File: src/rtl/display_pkg.sv
// Shared types and the 7-segment glyph table for the result display driver.
// Decimal conversion is enabled by defining BCD_DISPLAY_EN.
package display_pkg;

  localparam int N_DIGITS = 8;

  typedef logic [3:0] digit_t;

  typedef enum logic [2:0] {
    IDLE   = 3'd0,
    LOAD   = 3'd1,
    ADJ    = 3'd2,
    SHIFT  = 3'd3,
    COMMIT = 3'd4
  } conv_state_e;

  // Active-low cathodes, bit order {g,f,e,d,c,b,a}.
  function automatic logic [6:0] seg7(input digit_t d);
    logic [6:0] s;
    case (d)
      4'h0:    s = 7'b1000000;
      4'h1:    s = 7'b1111001;
      4'h2:    s = 7'b0100100;
      4'h3:    s = 7'b0110000;
      4'h4:    s = 7'b0011001;
      4'h5:    s = 7'b0010010;
      4'h6:    s = 7'b0000010;
      4'h7:    s = 7'b1111000;
      4'h8:    s = 7'b0000000;
      4'h9:    s = 7'b0010000;
      4'hA:    s = 7'b0001000;
      4'hB:    s = 7'b0000011;
      4'hC:    s = 7'b1000110;
      4'hD:    s = 7'b0100001;
      4'hE:    s = 7'b0000110;
      default: s = 7'b0001110;
    endcase
    return s;
  endfunction

endpackage

File: src/rtl/bin2bcd_seq.sv
// Sequential double-dabble converter: 16-bit binary to five BCD digits,
// one add-3 cycle and one shift cycle per input bit.
module bin2bcd_seq
  import display_pkg::*;
(
  input  logic        clk,
  input  logic        resetN,
  input  logic        start,
  input  logic [15:0] bin,
  output logic        busy,
  output logic        done,
  output logic [19:0] bcd
);

  // Handshake: start is a one-cycle request sampled only while busy is low;
  // bin is captured on that edge. busy stays high for the 32 work cycles and
  // done is high during the final shift cycle, so bcd is valid from the next
  // cycle until the following start.
  logic [35:0] sh_q;
  logic [3:0]  bit_q;
  logic        adj_phase_q;

  function automatic logic [19:0] add3(input logic [19:0] b);
    logic [19:0] r;
    for (int i = 0; i < 5; i++) begin
      r[4*i +: 4] = (b[4*i +: 4] >= 4'd5) ? b[4*i +: 4] + 4'd3 : b[4*i +: 4];
    end
    return r;
  endfunction

  always_ff @(posedge clk or negedge resetN) begin
    if (!resetN) begin
      sh_q        <= '0;
      bit_q       <= '0;
      adj_phase_q <= 1'b0;
      busy        <= 1'b0;
    end else if (start && !busy) begin
      sh_q        <= {20'b0, bin};
      bit_q       <= '0;
      adj_phase_q <= 1'b1;
      busy        <= 1'b1;
    end else if (busy) begin
      if (adj_phase_q) begin
        sh_q[35:16] <= add3(sh_q[35:16]);
        adj_phase_q <= 1'b0;
      end else begin
        sh_q        <= sh_q << 1;
        adj_phase_q <= 1'b1;
        bit_q       <= bit_q + 4'd1;
        if (bit_q == 4'd15) busy <= 1'b0;
      end
    end
  end

  assign done = busy && !adj_phase_q && (bit_q == 4'd15);
  assign bcd  = sh_q[35:16];

endmodule

File: src/rtl/rpn_display_driver.sv
// Result display driver: latches each new calculator result into an 8-digit
// buffer (hex, or decimal when BCD_DISPLAY_EN is defined) and scans it out.
module rpn_display_driver
  import display_pkg::*;
#(
  parameter int REFRESH_DIV = 1000
) (
  input  logic        clk,
  input  logic        resetN,
  input  logic [15:0] ToDisplay,
  input  logic [3:0]  Flags,
  output logic [6:0]  Segments,
  output logic [7:0]  Anodes,
  output logic [3:0]  FlagLeds,
  output logic        Busy,
  output conv_state_e dbg_state
);

  localparam int CNT_W = $clog2(REFRESH_DIV);
  localparam logic [CNT_W-1:0] CNT_LAST = CNT_W'(REFRESH_DIV - 1);

  logic [15:0]          in_q;
  logic [15:0]          last_src;
  conv_state_e          state_q, state_d;
  digit_t               digit_q [N_DIGITS];
  logic [N_DIGITS-1:0]  blank_q;
  digit_t               commit_dig [N_DIGITS];
  logic [N_DIGITS-1:0]  commit_blank;
  logic [CNT_W-1:0]     cnt_q;
  logic [2:0]           idx_q;

`ifdef BCD_DISPLAY_EN
  logic        conv_start;
  logic        conv_busy;
  logic        conv_done;
  logic [19:0] conv_bcd;
  logic        seen_nz;

  bin2bcd_seq u_bin2bcd (
    .clk    (clk),
    .resetN (resetN),
    .start  (conv_start),
    .bin    (last_src),
    .busy   (conv_busy),
    .done   (conv_done),
    .bcd    (conv_bcd)
  );
`endif

  always_ff @(posedge clk or negedge resetN) begin
    if (!resetN) begin
      in_q     <= '0;
      last_src <= '0;
      state_q  <= IDLE;
      FlagLeds <= '0;
    end else begin
      in_q     <= ToDisplay;
      FlagLeds <= Flags;
      state_q  <= state_d;
      // last_src freezes the value being converted; later input changes wait for IDLE.
      if (state_q == IDLE && in_q != last_src) last_src <= in_q;
    end
  end

  always_comb begin
    state_d = state_q;
`ifdef BCD_DISPLAY_EN
    conv_start = 1'b0;
`endif
    case (state_q)
      IDLE: begin
        if (in_q != last_src) begin
`ifdef BCD_DISPLAY_EN
          state_d = LOAD;
`else
          state_d = COMMIT;
`endif
        end
      end
`ifdef BCD_DISPLAY_EN
      LOAD: begin
        conv_start = 1'b1;
        state_d    = ADJ;
      end
      ADJ:   state_d = SHIFT;
      SHIFT: state_d = (conv_done || !conv_busy) ? COMMIT : ADJ;
`endif
      COMMIT:  state_d = IDLE;
      default: state_d = IDLE;
    endcase
  end

  always_comb begin
    for (int k = 0; k < N_DIGITS; k++) commit_dig[k] = '0;
    commit_blank = '1;
`ifdef BCD_DISPLAY_EN
    seen_nz = 1'b0;
    for (int k = 0; k < 5; k++) commit_dig[k] = conv_bcd[4*k +: 4];
    // Blank leading zeros from the top digit down; digit 0 always shows.
    for (int k = 4; k >= 1; k--) begin
      seen_nz         = seen_nz || (conv_bcd[4*k +: 4] != 4'd0);
      commit_blank[k] = !seen_nz;
    end
    commit_blank[0] = 1'b0;
`else
    for (int k = 0; k < 4; k++) commit_dig[k] = last_src[4*k +: 4];
    commit_blank = 8'hF0;
`endif
  end

  always_ff @(posedge clk or negedge resetN) begin
    if (!resetN) begin
      for (int k = 0; k < N_DIGITS; k++) digit_q[k] <= '0;
      blank_q <= {{(N_DIGITS-1){1'b1}}, 1'b0};
    end else if (state_q == COMMIT) begin
      for (int k = 0; k < N_DIGITS; k++) digit_q[k] <= commit_dig[k];
      blank_q <= commit_blank;
    end
  end

  always_ff @(posedge clk or negedge resetN) begin
    if (!resetN) begin
      cnt_q    <= '0;
      idx_q    <= '0;
      Anodes   <= 8'hFF;
      Segments <= 7'h7F;
    end else begin
      if (cnt_q == CNT_LAST) begin
        cnt_q <= '0;
        idx_q <= idx_q + 3'd1;
      end else begin
        cnt_q <= cnt_q + 1'b1;
      end
      // A blank slot drives no anode at all, so at most one anode is ever low.
      Anodes   <= blank_q[idx_q] ? 8'hFF : ~(8'b1 << idx_q);
      Segments <= blank_q[idx_q] ? 7'h7F : seg7(digit_q[idx_q]);
    end
  end

  assign Busy      = (state_q != IDLE);
  assign dbg_state = state_q;

endmodule

File: config.mk
export PLATFORM = sky130hd
export DESIGN_NAME = rpn_display_driver
export DESIGN_NICKNAME = d
export VERILOG_FILES = /design/src/rtl/display_pkg.sv /design/src/rtl/bin2bcd_seq.sv /design/src/rtl/rpn_display_driver.sv
export SDC_FILE = /design/constraint.sdc
export NUM_CORES = 1
export LEC_CHECK = 0
export CORE_MARGIN = 1.5
export CORE_UTILIZATION = 37
export CTS_CLUSTER_DIAMETER = 40
export DETAILED_ROUTE_END_ITERATION = 8
export PLACE_DENSITY = 0.54
export REMOVE_ABC_BUFFERS = 1
export SETUP_SLACK_MARGIN = 0.3
export SLEW_MARGIN = 0
export SYNTH_ARGS = -nofsm -noshare
export SYNTH_HDL_FRONTEND = slang
export SYNTH_SLANG_ARGS = --single-unit
File: constraint.sdc
create_clock -name clk -period 3.13 [get_ports clk]
set_input_delay 0.939 -clock clk [delete_from_list [all_inputs] [get_ports clk]]
set_output_delay 0.939 -clock clk [all_outputs]
set_load 0.005 [all_outputs]
Word level (Yosys, flattened, before mapping)
Memories as Yosys holds them, arrays and structs flattened.
Cells that the tools add are included.
Word-level totals
  bits in writable memories: 0
  logic and storage cells: 38
  register bits after elaboration: 86
  latch bits: 0
  memories kept: 1
  bits in read-only memories: 112
  output and inout port bits: 23
Memories
  (name not given): words 16, bits a word 7, rd ports 1, clocked after memory_dff 0, write ports 0, RTL line display_pkg.sv:20  | case (d)
Operators by class
  $add $sub $neg: 2
  bitwise operators: 2
  shifts and indexed selects: 1
  magnitude comparators: 2
  muxes and demuxes: 10
  equal/unequal tests: 4
  div/mod/pow operators: 0
  $mul: 0
  reduce and logical (&&, ||, !) cells: 3
Operators by type and width (number)
  != test 16 bit: 1
  binary-select mux 4 bit (select 3 bit): 1
  adder 10 x 1 -> 10 bit (second input constant): 1
  equality test 10 bit (second input constant): 1
  2-to-1 mux 10 bit: 1
  2-to-1 mux 4 bit: 2
  2-to-1 mux 8 bit: 1
  inverter 8 bit: 1
  << shifter 1 x 3 -> 8 bit (first input constant): 1
  2-to-1 mux 7 bit: 1
  2-to-1 mux 3 bit: 2
  >= comparator 4 bit (second input constant): 1
  less-than comparator 3 x 4 -> 1 bit (second input constant): 1
  inverter 3 -> 4 bit: 1
  adder 3 x 1 -> 3 bit (second input constant): 1
  binary-select mux 1 bit (select 3 bit): 1
  equality test 3 bit (second input constant): 1
  logical NOT 3 bit: 1
  nonzero test 3 bit: 1
  != test 2 x 1 -> 1 bit (second input constant): 1
  logical AND 1 bit: 1
  2-to-1 mux 1 bit: 1

Logic depth before layout (Yosys ltp)
Gate-level depths: netlist of run 1.
An unclocked memory read counts as a cell.
  word-level depth: 6
  depth in mapped cells: 8
  depth with buffers taken out: 7

Worst setup path before layout of run 1
Ideal clock, no wire load.
  kind: register -> register
  start point: register idx_q[0]
  end point: register Segments[3]
  cell stages (with the launch flop): 9
  data arrival time: 2.029 ns
  required time: 3.037 ns
  slack: 1.008 ns
  path through: dfrtp_1 -> buf_6 -> mux4_1 -> nand2_1 -> inv_1 -> ha_1 -> nor2b_1 -> a221oi_1 -> o21ai_1
Between the ends
  cells in the longest elaborated chain, start to end: 6
  elaborated cells on any way between the ends: 8
  those cells by class: mux: 6; bitwise: 1; memory: 1
Ends and longest elaborated chain
  start: declaration: RTL line rpn_display_driver.sv:30  | logic [2:0] idx_q;
  start signal: assignment: RTL line rpn_display_driver.sv:130  | idx_q <= idx_q + 3'd1;
  inverter 3 -> 4 bit (not written as such): RTL line rpn_display_driver.sv:136  | Segments <= blank_q[idx_q] ? 7'h7F : seg7(digit_q[idx_q]);
  binary-select mux 4 bit (select 3 bit): RTL line rpn_display_driver.sv:136
  2-to-1 mux 4 bit (not written as such) (2 in a row): RTL line rpn_display_driver.sv:136
  memory (16 x 7 bit)
  2-to-1 mux 7 bit (*): RTL line rpn_display_driver.sv:136
  end signal: assignment: RTL line rpn_display_driver.sv:136
  end: declaration: RTL line rpn_display_driver.sv:12  | output logic [6:0] Segments,
Every way passes the cells marked *; elsewhere a longest branch is shown, timed or not. The select of a mux whose other input is x is not followed.
A chain may end at the register's enable or synchronous reset.

Worst setup path in the final report of run 1
Same ends and word-level chain as after synthesis.

==> impl_metrics.json, run 1 <==
{
  "crit_start": "idx_q[0]",
  "cp_max_fo": 8,
  "grt_pass1_vias": 1833,
  "yosys-mux-area-fraction_pct": 15.4,
  "drtIter0Drc": 55,
  "postRouteAntennaNets": 0,
  "finalWorstSetupSlack_ns": 0.756,
  "io_buffers": 42,
  "h-tree-depth": 3,
  "synth_compound_area_share_pct": 4.37,
  "synth-seq-cells": 82,
  "place_ws_ns": 0.757,
  "netlist_area_um2": 3460,
  "met1_usage_pct": 18.2,
  "arrival_ns": 2.62,
  "place_area_um2": 3990,
  "placedCellCount": 395,
  "crit_end": "Segments[3]",
  "switching_share_pct": 20.9,
  "final_cell_mix": "66 x dfrtp_1, 41 x clkdlybuf4s50_1, 23 x mux2_2",
  "clk_pin_slew_worst_paths_ns": 0.08,
  "worstPathRequired_ns": 3.37,
  "hold_buffers": 0,
  "cp_slowest_cell": "mux4_1",
  "row_count": 35,
  "synth-warning-count": 0,
  "area_growth_pct": 22.3,
  "synthSimpleGateAreaFrac_pct": 7.01,
  "seqPwrFrac_pct": 51.3,
  "fmaxAchievable_ghz": 0.421,
  "final_area_um2": 4230,
  "r2r-end": "Segments[3]",
  "clockBufferDepth": 2,
  "r2r_cells": 7,
  "rsz0062_at_grt": "no",
  "critPathCaptureType": "register",
  "slowest_delay_ns": 0.63,
  "worstMarginPinSlew_ns": 0.955,
  "drive_above_1_share_pct": 23.7,
  "multiInputGateArea_um2": 1310,
  "cts_root_buf": "clkbuf_8",
  "final_nets": 330,
  "wire_per_inst_um": 13.7,
  "routed_wl_mm": 5.64,
  "use_met2_pct": 16.9,
  "setup_viol": 0,
  "gr-usage-all-layers_pct": 12.5,
  "clk_latency_ns": 0.34,
  "seq_area_frac_synth_pct": 59.8,
  "drc_errors": 0,
  "grt_overflow_total": 0,
  "power.internal_mw": 1.75,
  "leakage_nw": 1.81,
  "path_cells": "mux4_1, nand2_1, inv_1, ha_1, nor2b_1, a221oi_1, o21ai_1",
  "synth-adder-area-share_pct": 4.70,
  "maxSlewHeadroom_pct": 36.3,
  "r2r_start": "idx_q[0]",
  "status": "finished, final reports clean",
  "crit_type": "register to register",
  "synth_top_family_by_area": "multiplexers",
  "hold_ws_ns": 0.466,
  "cts_num_sinks": 82,
  "hold_class": "register to register",
  "p_total_mw": 2.22,
  "synthXorXnorAreaFrac_pct": 5.82,
  "cts_resized": 0,
  "core_um2": 9150,
  "antenna_found_initial": 0,
  "final_util_pct": 46.3,
  "cts_setup_buffers": 0,
  "die-width_um": 99.7,
  "post-route-min-period_ns": 2.37,
  "use_met3_pct": 3.58,
  "initial_core_util_pct": 37.8,
  "tns_ns": 0,
  "combPwrFrac_pct": 6.8,
  "cpLargestDelayFamily": "multiplexers",
  "final_common_cell": "dfrtp_1",
  "synth_cell_types": 46,
  "fin_cells": 411,
  "grt_max_degree": 77,
  "hold_viol": 0,
  "syn_inst": 246,
  "via_per_inst": 4.69,
  "critPathLaunchType": "register",
  "cap_violations": 0,
  "place_hpwl_mm": 3.69,
  "vias": 1927,
  "die_h_um": 99.7,
  "diodes": 0,
  "busiest_layer": "met1",
  "io_pins": 45,
  "dieArea_um2": 9950,
  "peakVddDrop_mv": 0.263,
  "fill_cells": 844,
  "grt_pass1_wl_mm": 9.47,
  "routabilityCongestion": 0.807,
  "rrSetupSlack_ns": 0.76,
  "regArea_um2": 2070,
  "power.net_switching_mw": 0.464,
  "cts_buffers": 9,
  "cp_num_cells": 7,
  "p_clk_share_pct": 41.9,
  "fin_crit_sh_pct": 75.8,
  "synth.avg_cell_area_um2": 14.1,
  "p_per_area_nw_per_um2": 524,
  "cp_num_buf_inv": 1,
  "fin_worst_skew_ns": 0.0109,
  "dr.pass1.iters": 4,
  "final_max_slew_viol_count": 0,
  "cts_tree": "built"
}
[routing by layer]
| metal | share of wire (%) | vias up |
|---|---|---|
| met2 | 45 | 38 |
| met5 | 0 | - |
| met3 | 3.8 | 8 |
| li1 | - | 945 |
| met1 | 49 | 936 |
| met4 | 1.8 | 0 |
[worst min path at each step]
stage | cells after the start | end | start | slack, ns
finish | 1 | cnt_q[0] | cnt_q[0] | 0.47
global route | 1 | blank_q[2] | blank_q[2] | 0.49
CTS | 1 | cnt_q[0] | cnt_q[0] | 0.47
detailed placement | 1 | cnt_q[0] | cnt_q[0] | 0.46
global placement | 1 | cnt_q[0] | cnt_q[0] | 0.45
floorplan | 1 | cnt_q[0] | cnt_q[0] | 0.43
[area by class of cell]
cell class | count | area share, %
clock buffers | 12 | 3.43
clock inverters | 4 | 2.33
flip-flops and latches | 82 | 48.9
multi-input cells | 150 | 30.9
inverters | 6 | 0.532
repair buffers | 46 | 10.6
well taps | 111 | 3.28
[cells in the mapped netlist, drive strengths merged]
library cell,count,area (um^2)
and2,3,18.8
o211ai,2,15.0
buf,8,58.8
a2bb2oi,1,8.76
or3,1,6.26
and2b,1,7.51
o21a,1,7.51
a211oi,1,7.51
nand4,1,6.26
nand4b,1,8.76
dfstp,16,420
nand2,17,63.8
mux2,32,394
xnor2,4,35.0
ha,13,163
nor4,5,31.3
conb,2,7.51
a221oi,1,8.76
and4,1,8.76
dfrtp,66,1650
a41oi,1,16.3
mux4,4,97.6
nor2,9,33.8
a22oi,1,7.51
a21oi,3,15.0
and3,1,6.26
nand3,3,15.0
nor3b,1,7.51
nor3,2,10.0
o31a,1,8.76
o221ai,3,26.3
o21ai,4,23.8
inv,6,22.5
a31oi,1,6.26
nor2b,3,18.8
clkbuf,3,11.3
mux2i,4,40.0
xor2,19,166
[sequential cells by signal, indices dropped and copies added (netlist names)]
signal / cells
Anodes: 8
FlagLeds: 4
Segments: 7
blank_q: 1
cnt_q: 10
dbg_state: 1
digit_q: 16
idx_q: 3
in_q: 16
last_src: 16
[cell families (layout without fill, tap and decap cells)]
group | count (synthesis) | in the layout
other cells | 2 | 5
buf+inv | 17 | 68
mux | 40 | 40
flops | 82 | 82
compound gates | 20 | 20
simple gates | 49 | 49
fa+ha+maj | 13 | 13
xor+xnor | 23 | 23
[power groups by stage]
stage | clock (mW) | sequential (mW) | combinational, mW
2_1_floorplan | 0 | 1.15 | 0.0682
3_3_place_gp | 0 | 1.16 | 0.152
3_5_place_dp | 0 | 1.16 | 0.154
4_1_cts | 0.967 | 1.14 | 0.154
5_1_grt | 1.02 | 1.14 | 0.168
6_report | 0.929 | 1.14 | 0.151
(Power assumes the default switching activity.)
==> run 2: changes to the inputs <==
==> constraint.sdc (replaced) <==
create_clock -name clk -period 2.3 [get_ports clk]
set_input_delay 0.69 -clock clk [delete_from_list [all_inputs] [get_ports clk]]
set_output_delay 0.69 -clock clk [all_outputs]
set_load 0.005 [all_outputs]
==> run 2 against run 1 <==
Net effect: global-route usage up 0.21 points; total power up 30%; sequential power up 36%; register-to-register slack worse by 0.36 ns; largest cell class unchanged.
==> impl_metrics.json, run 2 (synthesis results as in run 1) <==
{
  "cpLargestDelayFamily": "buffers and inverters",
  "cap_violations": 0,
  "slowest_delay_ns": 0.51,
  "cts_buffers": 9,
  "rrSetupSlack_ns": 0.40,
  "clockBufferDepth": 2,
  "cts_tree": "built",
  "routabilityCongestion": 0.787,
  "grt_max_degree": 32,
  "dieArea_um2": 9950,
  "path_cells": "clkdlybuf4s50_1",
  "critPathLaunchType": "register",
  "switching_share_pct": 21.9,
  "io_buffers": 42,
  "vias": 1965,
  "final_nets": 338,
  "initial_core_util_pct": 37.8,
  "wire_per_inst_um": 13.7,
  "crit_start": "dbg_state[2]",
  "cts_num_sinks": 82,
  "power.net_switching_mw": 0.629,
  "tns_ns": 0,
  "leakage_nw": 1.85,
  "final_area_um2": 4290,
  "crit_type": "register to output pin",
  "drive_above_1_share_pct": 28.2,
  "hold_viol": 0,
  "worstPathRequired_ns": 1.61,
  "postRouteAntennaNets": 0,
  "r2r-end": "Segments[3]",
  "cp_slowest_cell": "clkdlybuf4s50_1",
  "h-tree-depth": 3,
  "final_cell_mix": "65 x dfrtp_1, 26 x clkdlybuf4s50_1, 23 x mux2_2",
  "io_pins": 45,
  "cp_max_fo": 3,
  "grt_pass1_wl_mm": 9.78,
  "combPwrFrac_pct": 7.4,
  "area_growth_pct": 23.8,
  "core_um2": 9150,
  "drtIter0Drc": 84,
  "cts_root_buf": "clkbuf_8",
  "arrival_ns": 1.23,
  "r2r_start": "idx_q[0]",
  "reg_top3": "digit_q x16, in_q x16, last_src x16",
  "fmaxAchievable_ghz": 0.520,
  "grt_overflow_total": 0,
  "place_area_um2": 4040,
  "seqPwrFrac_pct": 53.8,
  "critPathCaptureType": "output pin",
  "die-width_um": 99.7,
  "power.internal_mw": 2.24,
  "fin_worst_skew_ns": 0.0130,
  "hold_class": "input pin to asynchronous set/reset pin",
  "drc_errors": 0,
  "via_per_inst": 4.69,
  "cp_num_buf_inv": 1,
  "setup_viol": 0,
  "diodes": 0,
  "cp_num_cells": 1,
  "gr-usage-all-layers_pct": 12.7,
  "fin_crit_sh_pct": 83.6,
  "dr.pass1.iters": 3,
  "peakVddDrop_mv": 0.306,
  "status": "finished, final reports clean",
  "row_count": 35,
  "r2r_cells": 6,
  "clk_latency_ns": 0.35,
  "crit_end": "Busy",
  "p_per_area_nw_per_um2": 670,
  "post-route-min-period_ns": 1.92,
  "routed_wl_mm": 5.75,
  "antenna_found_initial": 0,
  "p_clk_share_pct": 38.8,
  "clk_pin_slew_worst_paths_ns": 0.08,
  "die_h_um": 99.7,
  "final_max_slew_viol_count": 0,
  "final_common_cell": "dfrtp_1",
  "rsz0062_at_grt": "no",
  "place_hpwl_mm": 3.96,
  "grt_pass1_vias": 1981
}
-- run 2: layout make-up --
type	instances	area, um^2
inverters	6	22.5
multi-input cells	150	1340
fillers	821	4870
repair buffers	54	502
clock buffers	11	131
well taps	111	139
clock inverters	5	80.1
flip-flops and latches	82	2070
-- run 2: worst min path at each step --
stage	from	end	slack [ns]	cells after the start
CTS	resetN	cnt_q[8]	0.25	1
global placement	cnt_q[0]	cnt_q[0]	0.45	1
floorplan	resetN	FlagLeds[0]	0.39	0
global route	resetN	cnt_q[8]	0.26	1
finish	resetN	cnt_q[4]	0.24	1
detailed placement	cnt_q[0]	cnt_q[0]	0.45	1
-- run 2: through the flow --
stage / hold WS [ns] / cells / util [%] / setup slack, ns / total power, mW
floorplan: 0.394 / 238 / - / 0.137 / 1.66
global placement: 0.453 / 400 / 44.1 / 0.277 / 1.79
detailed placement: 0.454 / 400 / 44.1 / 0.247 / 1.79
CTS: 0.249 / 417 / 46.3 / 0.259 / 2.92
global route: 0.262 / 419 / 46.8 / 0.304 / 3.01
finish: 0.242 / 419 / 46.8 / 0.377 / 2.87
-- run 2: power groups by stage --
stage / clock (mW) / sequential [mW] / combinational (mW)
6_report: 1.11 / 1.55 / 0.211
5_1_grt: 1.22 / 1.56 / 0.235
4_1_cts: 1.16 / 1.55 / 0.208
3_5_place_dp: 0 / 1.57 / 0.216
3_3_place_gp: 0 / 1.57 / 0.215
2_1_floorplan: 0 / 1.57 / 0.0929
-- run 2: metal layers --
metal	up-vias	track usage (%)	share of wire, %
met2	35	18.6	47
met4	0	6.50	1.8
met5	-	0	0
li1	954	-	-
met3	10	2.53	3.0
met1	966	17.8	48
-- run 2: repair_timing --
action / in CTS / in global routing
buffers inserted: 1 / 2
gates resized for setup: 16 / 7
setup endpoints to repair: 18 / 15
pin swaps: 0 / 3
hold buffers: 0 / 0
